File: src/rtl/control_seq_if.sv
// Fetch/datapath-facing bundle for the control sequencer: instruction handshake,
// memory ready, flags, interrupt request and all decode outputs.
interface control_seq_if #(parameter int NSIG = 8);
  logic [7:0]      inst;
  logic            inst_valid;
  logic            inst_ack;
  logic            mem_rdy;
  logic            carry;
  logic            irq;
  logic            int_take;
  logic            cycle;
  logic            M, MW, MC, J, LJ, CLI, LJR, RD, WR, WA, WC, ISP;
  logic            S, Y;
  logic [1:0]      RS;
  logic [3:0]      ALU;
  logic [NSIG-1:0] SIG;
  logic            busy;

  modport master (
    output inst, inst_valid, mem_rdy, carry, irq,
    input  inst_ack, int_take, cycle, M, MW, MC, J, LJ, CLI, LJR, RD, WR, WA, WC, ISP,
           S, Y, RS, ALU, SIG, busy
  );

  modport slave (
    input  inst, inst_valid, mem_rdy, carry, irq,
    output inst_ack, int_take, cycle, M, MW, MC, J, LJ, CLI, LJR, RD, WR, WA, WC, ISP,
           S, Y, RS, ALU, SIG, busy
  );
endinterface

File: src/rtl/control_seq.sv
// Multi-cycle Nandy control sequencer: owns IR, phase bit, memory wait states and
// a single-level interrupt enable; decode strobes are qualified by sequencer state.
module control_seq #(
  parameter int WAIT_STATES = 0,
  parameter int NSIG        = 8
) (
  input logic        clk,
  input logic        rst_n,
  control_seq_if.slave bus
);
  typedef enum logic [2:0] {FETCH, EXEC, ADDR, MEM, INT} state_t;

  localparam logic [2:0] WS = 3'(WAIT_STATES);

  state_t     state;
  logic [7:0] ir;
  logic       ie;
  logic [2:0] waitCnt;

  logic inFetch, inExec, inAddr, inMem, inInt;
  logic intReq, memDone, cliDec;
  logic lj, isp, memOp, lowGrp, waKeep, sigOp;

  assign inFetch = (state == FETCH);
  assign inExec  = (state == EXEC);
  assign inAddr  = (state == ADDR);
  assign inMem   = (state == MEM);
  assign inInt   = (state == INT);

  assign intReq  = bus.irq & ie;
  // Early mem_rdy is ignored; it only counts once the wait budget is spent.
  assign memDone = (waitCnt >= WS) & bus.mem_rdy;

  assign lj     = (ir[7:3] == 5'b00010);
  assign cliDec = lj & ir[1];
  assign isp    = (ir[7:5] == 3'b001);
  assign memOp  = ir[7] & ~ir[6];
  assign lowGrp = (ir[7:4] == 4'b0000);
  assign waKeep = ~(ir[4] & ~ir[3]);
  assign sigOp  = (ir[7:3] == 5'b00011);

  always_ff @(posedge clk or negedge rst_n) begin
    if (!rst_n) begin
      state   <= FETCH;
      ir      <= 8'h00;
      ie      <= 1'b0;
      waitCnt <= 3'd0;
    end else begin
      case (state)
        FETCH: begin
          // Interrupt has priority over a pending instruction.
          if (intReq) begin
            state <= INT;
          end else if (bus.inst_valid) begin
            ir    <= bus.inst;
            state <= bus.inst[7] ? ADDR : EXEC;
          end
        end
        EXEC: begin
          if (cliDec) ie <= 1'b1;
          state <= FETCH;
        end
        ADDR: begin
          waitCnt <= 3'd0;
          state   <= MEM;
        end
        MEM: begin
          if (waitCnt != 3'd7) waitCnt <= waitCnt + 3'd1;
          if (memDone) state <= FETCH;
        end
        INT: begin
          ie    <= 1'b0;
          state <= FETCH;
        end
        default: state <= FETCH;
      endcase
    end
  end

  assign bus.inst_ack = inFetch & bus.inst_valid & ~intReq;
  assign bus.int_take = inInt;
  assign bus.cycle    = inMem;
  assign bus.busy     = ~inFetch;

  assign bus.M   = inMem & memOp;
  assign bus.MW  = inMem & memOp & ir[5];
  assign bus.J   = inMem & (ir[7:5] == 3'b111) & ~(bus.carry & ir[4]);
  assign bus.MC  = inAddr;
  assign bus.LJ  = inExec & lj;
  assign bus.CLI = inExec & cliDec;
  assign bus.LJR = inExec & lj & ir[2];
  assign bus.RD  = inExec & lowGrp & ir[2];
  assign bus.WR  = inExec & lowGrp & ir[3];
  assign bus.ISP = inExec & isp;

  assign bus.WA = (inMem  & ((memOp & ~ir[5]) | (ir[6] & ~ir[5] & waKeep)))
                | (inExec & ir[6] & ~ir[7] & waKeep);
  assign bus.WC = ir[4] & ((inExec & ((ir[6] & ~ir[7]) | isp)) | (inMem & ir[6] & ir[5]));

  assign bus.S   = ir[4];
  assign bus.Y   = ir[5];
  assign bus.RS  = ir[1:0];
  assign bus.ALU = ir[3:0];

  // One strobe per implemented signal line; indices >= NSIG have no line.
  for (genvar i = 0; i < NSIG; i++) begin : gSig
    assign bus.SIG[i] = inExec & sigOp & (ir[2:0] == 3'(i));
  end
endmodule

File: src/flat_wrapper.sv
// flat-port wrapper written by rule: the top's interface ports become plain ports
module control_seq_flat 
#(
  parameter int WAIT_STATES = 0,
  parameter int NSIG        = 8
)
  (clk, rst_n, bus_inst, bus_inst_valid, bus_mem_rdy, bus_carry, bus_irq, bus_inst_ack, bus_int_take, bus_cycle, bus_M, bus_MW, bus_MC, bus_J, bus_LJ, bus_CLI, bus_LJR, bus_RD, bus_WR, bus_WA, bus_WC, bus_ISP, bus_S, bus_Y, bus_RS, bus_ALU, bus_SIG, bus_busy);
  control_seq_if #(.NSIG(NSIG)) bus_i ();
  input logic clk;
  input logic rst_n;
  input wire logic [$bits(bus_i.inst)-1:0] bus_inst;
  input wire logic [$bits(bus_i.inst_valid)-1:0] bus_inst_valid;
  input wire logic [$bits(bus_i.mem_rdy)-1:0] bus_mem_rdy;
  input wire logic [$bits(bus_i.carry)-1:0] bus_carry;
  input wire logic [$bits(bus_i.irq)-1:0] bus_irq;
  output wire logic [$bits(bus_i.inst_ack)-1:0] bus_inst_ack;
  output wire logic [$bits(bus_i.int_take)-1:0] bus_int_take;
  output wire logic [$bits(bus_i.cycle)-1:0] bus_cycle;
  output wire logic [$bits(bus_i.M)-1:0] bus_M;
  output wire logic [$bits(bus_i.MW)-1:0] bus_MW;
  output wire logic [$bits(bus_i.MC)-1:0] bus_MC;
  output wire logic [$bits(bus_i.J)-1:0] bus_J;
  output wire logic [$bits(bus_i.LJ)-1:0] bus_LJ;
  output wire logic [$bits(bus_i.CLI)-1:0] bus_CLI;
  output wire logic [$bits(bus_i.LJR)-1:0] bus_LJR;
  output wire logic [$bits(bus_i.RD)-1:0] bus_RD;
  output wire logic [$bits(bus_i.WR)-1:0] bus_WR;
  output wire logic [$bits(bus_i.WA)-1:0] bus_WA;
  output wire logic [$bits(bus_i.WC)-1:0] bus_WC;
  output wire logic [$bits(bus_i.ISP)-1:0] bus_ISP;
  output wire logic [$bits(bus_i.S)-1:0] bus_S;
  output wire logic [$bits(bus_i.Y)-1:0] bus_Y;
  output wire logic [$bits(bus_i.RS)-1:0] bus_RS;
  output wire logic [$bits(bus_i.ALU)-1:0] bus_ALU;
  output wire logic [$bits(bus_i.SIG)-1:0] bus_SIG;
  output wire logic [$bits(bus_i.busy)-1:0] bus_busy;
  assign bus_i.inst = bus_inst;
  assign bus_i.inst_valid = bus_inst_valid;
  assign bus_i.mem_rdy = bus_mem_rdy;
  assign bus_i.carry = bus_carry;
  assign bus_i.irq = bus_irq;
  assign bus_inst_ack = bus_i.inst_ack;
  assign bus_int_take = bus_i.int_take;
  assign bus_cycle = bus_i.cycle;
  assign bus_M = bus_i.M;
  assign bus_MW = bus_i.MW;
  assign bus_MC = bus_i.MC;
  assign bus_J = bus_i.J;
  assign bus_LJ = bus_i.LJ;
  assign bus_CLI = bus_i.CLI;
  assign bus_LJR = bus_i.LJR;
  assign bus_RD = bus_i.RD;
  assign bus_WR = bus_i.WR;
  assign bus_WA = bus_i.WA;
  assign bus_WC = bus_i.WC;
  assign bus_ISP = bus_i.ISP;
  assign bus_S = bus_i.S;
  assign bus_Y = bus_i.Y;
  assign bus_RS = bus_i.RS;
  assign bus_ALU = bus_i.ALU;
  assign bus_SIG = bus_i.SIG;
  assign bus_busy = bus_i.busy;
  control_seq #(.WAIT_STATES(WAIT_STATES), .NSIG(NSIG)) u_core (.clk(clk), .rst_n(rst_n), .bus(bus_i));
endmodule
File: config.mk
export PLATFORM = sky130hd
export DESIGN_NAME = control_seq_flat
export DESIGN_NICKNAME = d
export VERILOG_FILES = /design/src/rtl/control_seq_if.sv /design/src/rtl/control_seq.sv /design/src/flat_wrapper.sv
export SDC_FILE = /design/constraint.sdc
export NUM_CORES = 1
export LEC_CHECK = 0
export ABC_AREA = 0
export BUFFER_PORTS_ARGS = -buffer_cell sky130_fd_sc_hd__buf_2
export CAP_MARGIN = 10
export CORE_UTILIZATION = 38
export DETAILED_ROUTE_END_ITERATION = 8
export PLACE_DENSITY = 0.78
export SETUP_SLACK_MARGIN = 0.15
export SLEW_MARGIN = 20
export SYNTH_ARGS = -nofsm -noshare
export SYNTH_HDL_FRONTEND = slang
export SYNTH_SLANG_ARGS = --single-unit
File: constraint.sdc
create_clock -name clk -period 1.4 [get_ports clk]
set_input_delay 0.28 -clock clk [delete_from_list [all_inputs] [get_ports clk]]
set_output_delay 0.28 -clock clk [all_outputs]
set_load 0.01 [all_outputs]
==> reports/results.tsv, run 1 <==
metric	value	unit
total iterations of the first detailed-routing run	6	
overall routing resource usage	0.213	
Layout Skew	0.00932	ns
Most common cell on crit path	nor4_4	
Worst-path clk slew	0.08	ns
Multi-input gate area	568	um2
CP max-delay cell	dfrtp_1	
total chip power	3.28	mW
max incr delay on CP	0.42	ns
Synth area leader	dfrtp_1	
I/O pin count	46	
hold path startpoint	bus_inst[5]	
vias after detailed routing	940	
IO Port Bufs	45	
number of synthesized flops with an enable pin	0	
final WL	2880	um
final worst slack	-0.560	ns
Num CTS Buffers	3	
Longest Clk Path Bufs	2	
sequential fraction of the synthesis area	0.377	
Max-Cap Viols	0	
Fmax	510	MHz
CTS root buf	clkbuf_4	
Routability Congestion	0.844	
area share of the largest cell type after synthesis	0.377	
Fillers	122	
status	finished, violations left	
Ys Warns	0	
CTS tree	done	
Worst R2R Start	u_core.state[2]	
asr flop ratio synth	1.00	
FF+latch count, synth	12	
Worst EP arrival	1.68	ns
share of cells above drive strength 1	0.758	
first-pass GRT wire length	3310	um
P_leak	0.754	nW
die height	47.8	um
Critical Path End Type	primary output	
pwr dens	2120	nW/um2
Slew @ Worst Pin	0.300	ns
crit share post-route	1.40	
Final #Nets	172	
Initial Util	0.406	
Max VDD drop	1.27	mV
Slew headroom	0.799	
worst-path cell chain	nor4_4 -> nand3_2 -> nor4_4 -> buf_2	
grt ovf	0	
Layout area overhead	95.0	%
DRC	0	
ys flop type	dfrtp_1	
crit path kind	register to primary output	
initial antenna violation count	0	
Req. time, crit path	1.12	ns
Worst Hold Class	primary input to register	
CTS H-tree depth	1	
Detailed Route Iter0 Violations	26	
largest net degree at the start of global routing	13	
vias per cell	5.11	
FF/Latch Area	304	um2
fin. max-slew vios	0	
core area	1960	um2
Die Wd	47.8	um
crit path from	u_core.ir[7]	
Sink Count	12	
post-DP HPWL	1570	um
failing checks	negative setup slack	
Final Hold Viols	0	
crit path max fanout	4	
Worst-Skew Late Latency	0.28	ns
Final Setup Violations	34	
startpoint types	register	
most common cell in the synthesized netlist	dfrtp_1	
Post-Place Worst Slack	-0.209	ns
commonest cells in the netlist	12 x dfrtp_1, 8 x mux2_2, 8 x nor2_1, 6 x buf_4, 5 x nand2_1	
synth top area cells	dfrtp_1 38%, mux2_2 11%, buf_4 5.7%	
die area	2280	um2
min cycle time layout	1.96	ns
Cell Area, Synth	796	um2
Post-Syn Instances	85	
Avg Cell Area, Syn	9.36	um2
FP Rows	16	
Antenna Nets Post-Route	0	
Syn Nets	99	
ANT cells	0	
vias in the first global route	759	
unrepaired setup endpoints after global routing	yes	
Synth cell types	29	
wire length per cell	15.7	um
==> metrics by stage <==
stage | util | hold WS, ns | TNS, ns | area [um2] | cells
after floorplan | - | -0.0156 | -1.15 | 882 | 85
after global placement | 0.597 | 0.164 | -2.13 | 1170 | 162
after detailed placement | 0.597 | 0.171 | -3.22 | 1170 | 162
after CTS | 0.714 | 0.226 | -8.65 | 1400 | 175
after global routing | 0.791 | 0.228 | -14.51 | 1550 | 184
final | 0.791 | 0.234 | -12.45 | 1550 | 184
==> final timing paths <==
kind	end	slack, ns	cells after the start
setup / recovery	bus_SIG[0]	-0.56	4
max in group asynchronous	u_core.ir[2]	0.73	2
min in group asynchronous	u_core.state[0]	0.42	2
setup reg to reg	u_core.ir[6]	-0.31	7
hold reg to reg	u_core.ie	0.58	2
hold / removal	u_core.ir[5]	0.23	2
==> sequential cells by signal, indices dropped and copies added, names as in the netlist <==
register / cells
u_core.ie: 1
u_core.ir: 8
u_core.state: 3
==> routing by layer <==
layer	global-route usage	part of all wire	vias to the layer above	wire length (um)
met5	0	0	-	0
li1	-	-	440	-
met3	0	0.034	10	97
met4	0.122	0.039	0	111
met2	0.365	0.52	34	1500
met1	0.273	0.41	456	1170
==> cell type report <==
type | count | area share
Multi-Input combinational cell | 60 | 0.366
Inverter | 4 | 0.00968
Clock buffer | 4 | 0.0234
Timing Repair Buffer | 77 | 0.383
Tap cell | 27 | 0.0218
Sequential cell | 12 | 0.196
==> placed cells by master, fill, tap and decap left out, types with 3 or more instances in the layout <==
| master | Yosys | routed |
|---|---|---|
| buf_4 | 6 | 11 |
| buf_6 | 1 | 25 |
| nand2b_1 | 4 | 3 |
| dfrtp_2 | 0 | 3 |
| nor2_1 | 8 | 6 |
| clkbuf_4 | 0 | 3 |
| nor3_2 | 1 | 4 |
| nor3b_2 | 0 | 3 |
| mux2_2 | 8 | 8 |
| nand2_1 | 5 | 4 |
| dfrtp_1 | 12 | 9 |
| buf_2 | 2 | 38 |
==> critical path: cells and delay by family (launching register included) <==
| kind | cells | cell delay, ns |
|---|---|---|
| DFF | 1 | 0.42 |
| and+or+nand+nor | 3 | 0.79 |
| buffers and inverters | 1 | 0.19 |
==> power breakdown <==
group	leakage (nW)	switching, mW	internal, mW	total [mW]
logic	0.590	0.998	1.23	2.22
registers	0.143	0.262	0.515	0.777
clock network	0.0210	0.124	0.158	0.282
==> repair_timing <==
| action | 4_1_cts | 5_1_grt |
|---|---|---|
| pin swaps | 11 | 6 |
| hold endpoints to repair | 12 | 0 |
| hold buffers | 1 | 0 |
| setup buffers | 6 | 9 |
| cloned | 2 | 0 |
| gates resized for setup | 31 | 22 |
| endpoints found under the setup margin | 38 | 38 |
==> kinds of logic (layout without fill, tap and decap cells) <==
family	Yosys count	count (layout)	share of synthesized area
and+or+nand+nor	42	42	0.322
buffers and inverters	13	85	0.102
DFF	12	12	0.377
AOI/OAI and AO/OA	9	9	0.0723
muxes	9	9	0.126
Power figures use the tool's default switching activity.
==> run 2: changes to the inputs <==
CORE_MARGIN = 3   (was not set)
REMOVE_ABC_BUFFERS = 1   (was not set)
==> run 2 against run 1 <==
Net effect:
- the flow still finishes with violations (negative setup slack)
- sequential cell count is the same
- maximum frequency down 2.9%
- routed wire length grew 29%
- die area grew 17%
- combinational power grew 15%
- non-clock buffer count down 1
- worst hold slack improved by 0.011 ns
- critical endpoint unchanged
- largest cell class unchanged
==> reports/results.tsv, run 2 (synthesis results as in run 1) <==
metric	value	unit	change
status	finished, violations left		
failing checks	negative setup slack		
CTS H-tree depth	1		unchanged
overall routing resource usage	0.239		+0.0262
min cycle time layout	2.02	ns	+0.0583 ns
Top Registers	u_core.ir: 8 flops, u_core.state: 3 flops, u_core.ie: 1 flops		
Longest Clk Path Bufs	2		unchanged
DP Area	1090	um2	-6.8%
die area	2680	um2	+17%
Reg2Reg Setup Slack	-0.33	ns	-0.02 ns
crit share post-route	1.44		+0.0416
worst-path cell chain	nor4_4 -> nand3_2 -> nor4_2 -> buf_2		
Final #Nets	171		-0.58%
Max VDD drop	1.67	mV	+31%
max reg flops	8		unchanged
startpoint types	register		
total chip power	3.62	mW	+10%
CTS tree	done		
post-DP HPWL	1610	um	+2.5%
Antenna Nets Post-Route	0		unchanged
Fin Setup TNS	-12.89	ns	-0.443 ns
die height	51.8	um	+8.4%
Req. time, crit path	1.12	ns	about the same
Worst-path clk slew	0.08	ns	about the same
crit path kind	register to primary output		
Initial Util	0.428		+0.0227
most common cell after layout, fill and taps aside	buf_2		
core area	1860	um2	-5.3%
Finished Core Util	0.886		+0.0954
final worst slack	-0.619	ns	-0.0583 ns
P_leak	0.766	nW	+1.5%
Worst R2R Start	u_core.ir[7]		
vias after detailed routing	1008		+7.2%
DRC	0		unchanged
Worst-Skew Late Latency	0.26	ns	-0.02 ns
Placed Cells	160		-1.2%
CP max-delay cell	dfrtp_1		
Slew headroom	0.766		-0.0325
Num CTS Buffers	3		unchanged
total iterations of the first detailed-routing run	4		-2
initial antenna violation count	0		unchanged
vias in the first global route	998		+31%
Layout area overhead	107	%	
Final Setup Violations	33		-2.9%
Max-Cap Viols	0		unchanged
Min Hold Slack	0.245	ns	+0.0112 ns
Layout Skew	0.00561	ns	-0.00372 ns
Fmax	495	MHz	-2.9%
Top Family by Delay on Critical Path	simple AND/OR/NAND/NOR gates		
Worst EP arrival	1.74	ns	+0.06 ns
CTS root buf	clkbuf_4		
vias per cell	5.57		+9.0%
Routability Congestion	0.782		-7.4%
Sink Count	12		unchanged
Die Wd	51.8	um	+8.4%
unrepaired setup endpoints after global routing	yes		
fin. max-slew vios	0		unchanged
FP Rows	15		-1
hold path startpoint	bus_inst[5]		
Worst Hold Class	primary input to register		
I/O pin count	46		unchanged
Hold Path Stages	2		unchanged
Slew @ Worst Pin	0.348	ns	+0.0484 ns
final instance area	1650	um2	+6.1%
Hold EP	u_core.ir[5]		
Worst R2R End	u_core.ie		
grt ovf	0		unchanged
max incr delay on CP	0.43	ns	about the same
Detailed Route Iter0 Violations	20		-23%
pwr dens	2200	nW/um2	+3.8%
share of cells above drive strength 1	0.808		+0.0497
WP buf/inv	1		unchanged
wire length per cell	20.6	um	+31%
first-pass GRT wire length	4690	um	+41%
largest net degree at the start of global routing	13		unchanged
Critical Path End Type	primary output		
Post-Place Worst Slack	-0.219	ns	-0.00991 ns
Final Hold Viols	0		unchanged
IO Port Bufs	45		unchanged
Fillers	86		-30%
ANT cells	0		unchanged
worst reg2reg path depth	7		unchanged
commonest cells after routing, fill and taps aside	34 x buf_2, 33 x buf_6, 8 x mux2_2, 8 x dfrtp_1		
crit path max fanout	4		unchanged
Biggest register	u_core.ir		
final WL	3720	um	+29%
final non-filler cell total	181		-1.6%
## run 2: cell count changes in the layout (fill, tap and decap cells not counted), sizes merged
cell	delta
buf	-1
## run 2: worst max path at each step
stage / startpoint / to / slack (ns) / cells after the start
floorplan: u_core.state[1] / bus_SIG[0] / -0.30 / 3
global placement: u_core.state[1] / bus_inst_ack / -0.16 / 5
detailed placement: u_core.state[1] / bus_SIG[0] / -0.22 / 4
CTS: u_core.ir[7] / bus_SIG[0] / -0.49 / 4
global route: u_core.ir[7] / bus_SIG[2] / -0.69 / 4
finish: u_core.ir[7] / bus_SIG[0] / -0.62 / 4
## run 2: what timing repair did
item / 4_1_cts / 5_1_grt
gates cloned: 1 / 0
hold endpoints to repair: 12 / 0
hold buffers: 1 / 0
endpoints found under the setup margin: 35 / 42
setup buffers: 11 / 4
gates resized for setup: 46 / 40
pin swaps: 17 / 12
## run 2: final cells by class
cell class                 count  area, um2  area share
sequential                    12        305       0.185
multi-input combinational     60        617       0.375
inverter                       4       17.5      0.0106
clock buffer                   4       36.3      0.0220
tap                           25       31.3      0.0190
timing repair buffer          76        639       0.388
## run 2: power breakdown
group	internal [mW]	switching, mW	total [mW]
clock	0.158	0.109	0.266
combinational	1.38	1.17	2.55
sequential	0.518	0.287	0.804
total	2.05	1.57	3.62
## run 2: worst register-to-register path: cells and delay by family, from the launching register on
kind	cells	cell delay, ns
compound gates	1	0.12
flops	1	0.43
simple gates	2	0.64
buf+inv	4	0.45
## run 2: routing by layer
layer	global-route usage	up-vias	share of wire
li1	-	440	-
met1	0.259	494	0.39
met2	0.451	52	0.49
met3	0.0315	22	0.050
met4	0.114	0	0.062
met5	0	-	0
==> run 3: changes to the inputs <==
RECOVER_POWER = 25   (was not set)
TNS_END_PERCENT = 1   (was not set)
==> run 3 against run 2 <==
Net effect:
- the flow still finishes with violations (negative setup slack)
- final area fell by 23%
- register-to-register slack improved by 0.26 ns
- sequential cell count is the same
- core utilization fell by 21 points
- critical endpoint is now bus_SIG[3]
- routed wire length is 40% lower
- final cell count fell by 8.3%
- maximum frequency up 4.9%
==> reports/results.tsv, run 3 (synthesis results as in run 1) <==
metric	value	unit	change
Sink Count	12		unchanged
Req. time, crit path	1.12	ns	about the same
Final Hold Viols	0		unchanged
Hold EP	u_core.ir[5]		
vias after detailed routing	834		-17%
Routability Congestion	0.782		unchanged
CTS tree	done		
Worst-path clk slew	0.08	ns	about the same
Die Wd	51.8	um	unchanged
post-DP HPWL	1610	um	unchanged
grt ovf	0		unchanged
Placed Cells	160		unchanged
failing checks	negative setup slack		
crit path from	u_core.ir[7]		
Internal	1.48	mW	-28%
commonest cells after routing, fill and taps aside	41 x buf_2, 11 x dfrtp_1, 9 x buf_6, 9 x buf_4, 8 x mux2_2		
Slew headroom	0.573		-0.194
combinational power share	0.602		-0.102
initial antenna violation count	0		unchanged
gr busiest metal	met2		
Worst Hold Class	primary input to register		
fin. max-slew vios	0		unchanged
Layout Skew	0.00345	ns	-0.00215 ns
Min Hold Slack	0.241	ns	-0.00389 ns
Critical Path End Type	primary output		
met1 Usage GRT	0.209		-0.0504
Top Registers	u_core.ir: 8 flops, u_core.state: 3 flops, u_core.ie: 1 flops		
crit path max fanout	4		unchanged
worst reg2reg path depth	5		-2
wire length per cell	13.4	um	-35%
Worst-Skew Late Latency	0.27	ns	about the same
vias per cell	5.02		-9.8%
P_sw	1.10	mW	-30%
Final Setup Violations	25		-24%
Max VDD drop	1.16	mV	-31%
final non-filler cell total	166		-8.3%
Longest Clk Path Bufs	2		unchanged
Worst EP arrival	1.64	ns	-0.10 ns
core area	1860	um2	unchanged
crit path kind	register to primary output		
total iterations of the first detailed-routing run	4		unchanged
largest net degree at the start of global routing	13		unchanged
vias in the first global route	777		-22%
Fmax	520	MHz	+4.9%
P_leak	0.630	nW	-18%
FP Rows	15		unchanged
Detailed Route Iter0 Violations	7		-65%
I/O pin count	46		unchanged
met2 Use GR	0.280		-0.172
final WL	2230	um	-40%
DRC	0		unchanged
Layout area overhead	58.5	%	
Hold Path Stages	2		unchanged
IO Port Bufs	45		unchanged
GR Util met3	0.0229		-0.00860
min cycle time layout	1.92	ns	-0.0951 ns
pwr dens	2050	nW/um2	-6.8%
share of cells above drive strength 1	0.638		-0.169
startpoint types	register		
status	finished, violations left		
Worst R2R End	u_core.ie		
overall routing resource usage	0.164		-0.0746
die height	51.8	um	unchanged
most common cell after layout, fill and taps aside	buf_2		
Biggest register	u_core.ir		
Worst R2R Start	u_core.ir[7]		
Clk pwr share	0.105		+0.031
hold path startpoint	bus_inst[5]		
first-pass GRT wire length	3350	um	-29%
CTS root buf	clkbuf_4		
Reg2Reg Setup Slack	-0.07	ns	+0.26 ns
Max-Cap Viols	0		unchanged
unrepaired setup endpoints after global routing	yes		
ANT cells	0		unchanged
Initial Util	0.428		unchanged
Num CTS Buffers	3		unchanged
Antenna Nets Post-Route	0		unchanged
max reg flops	8		unchanged
CTS H-tree depth	1		unchanged
Final #Nets	156		-8.8%
die area	2680	um2	unchanged
final worst slack	-0.524	ns	+0.0951 ns
switching share of total power	0.426		-0.00718
Fillers	141		+64%
register share of total power	0.293		+0.071
Slew @ Worst Pin	0.641	ns	+0.293 ns
crit share post-route	1.37		-0.0680
run 3: cell count changes in the layout (fill, tap and decap cells not counted), moves of 3 or more:
cell      before  now
dfrtp_2        4    1
a211oi_1       0    3
buf_2         34   41
buf_4          5    9
a211oi_2       3    0
dfrtp_1        8   11
buf_6         33    9
run 3: worst max path at each step:
| stage | end | cells past startpoint |
|---|---|---|
| CTS | bus_SIG[0] | 4 |
| floorplan | bus_SIG[0] | 3 |
| finish | bus_SIG[3] | 4 |
| detailed placement | bus_SIG[0] | 4 |
| global placement | bus_inst_ack | 5 |
| global route | bus_SIG[3] | 4 |
run 3: cell type report:
cell class / instances / area [um2] / share of cell area
multi-input combinational: 60 / 489 / 0.388
timing repair buffer: 61 / 388 / 0.308
sequential: 12 / 302 / 0.239
clock buffer: 4 / 36.3 / 0.0288
tap: 25 / 31.3 / 0.0248
inverter: 4 / 15.0 / 0.0119
run 3: layer usage:
metal  wire (um)  vias to the layer above
li1            -                      405
met1         922                      400
met2        1200                       27
met3          92                        2
met4          19                        0
met5           0                        -
run 3: what timing repair did:
action                                 4_1_cts  5_1_grt
setup endpoints to repair                   35       38
resized for setup                           17        9
setup buffers                                1        0
hold buffers                                 1        0
endpoints found under the hold margin       12        0
pin swaps                                   10        3
gates cloned                                 0        0
run 3: worst max-delay path: stages, from the launching register on:
cell and delay [ns]:
dfrtp_1 0.42, nor4_4 0.38, nand4_1 0.25, nor2_1 0.17
buf_2 0.15
run 3: power by group through the flow:
stage          Clock (mW)  Sequential [mW]  Combinational (mW)
3_3_place_gp            0            0.704                1.27
6_report            0.271            0.757                1.55
4_1_cts             0.269            0.727                1.49
3_5_place_dp            0            0.717                1.30
2_1_floorplan           0            0.833               0.561
5_1_grt             0.289            0.787                1.70
run 3: through the flow:
step	cell area, um2	worst slack [ns]	util	power [mW]	setup TNS, ns
after floorplan	729	-0.295	-	1.39	-2.56
after global placement	1090	-0.156	0.587	1.97	-2.21
after detailed placement	1090	-0.219	0.587	2.01	-3.16
after CTS	1230	-0.491	0.660	2.49	-8.32
after global routing	1260	-0.651	0.679	2.78	-11.50
final	1260	-0.524	0.679	2.58	-8.84
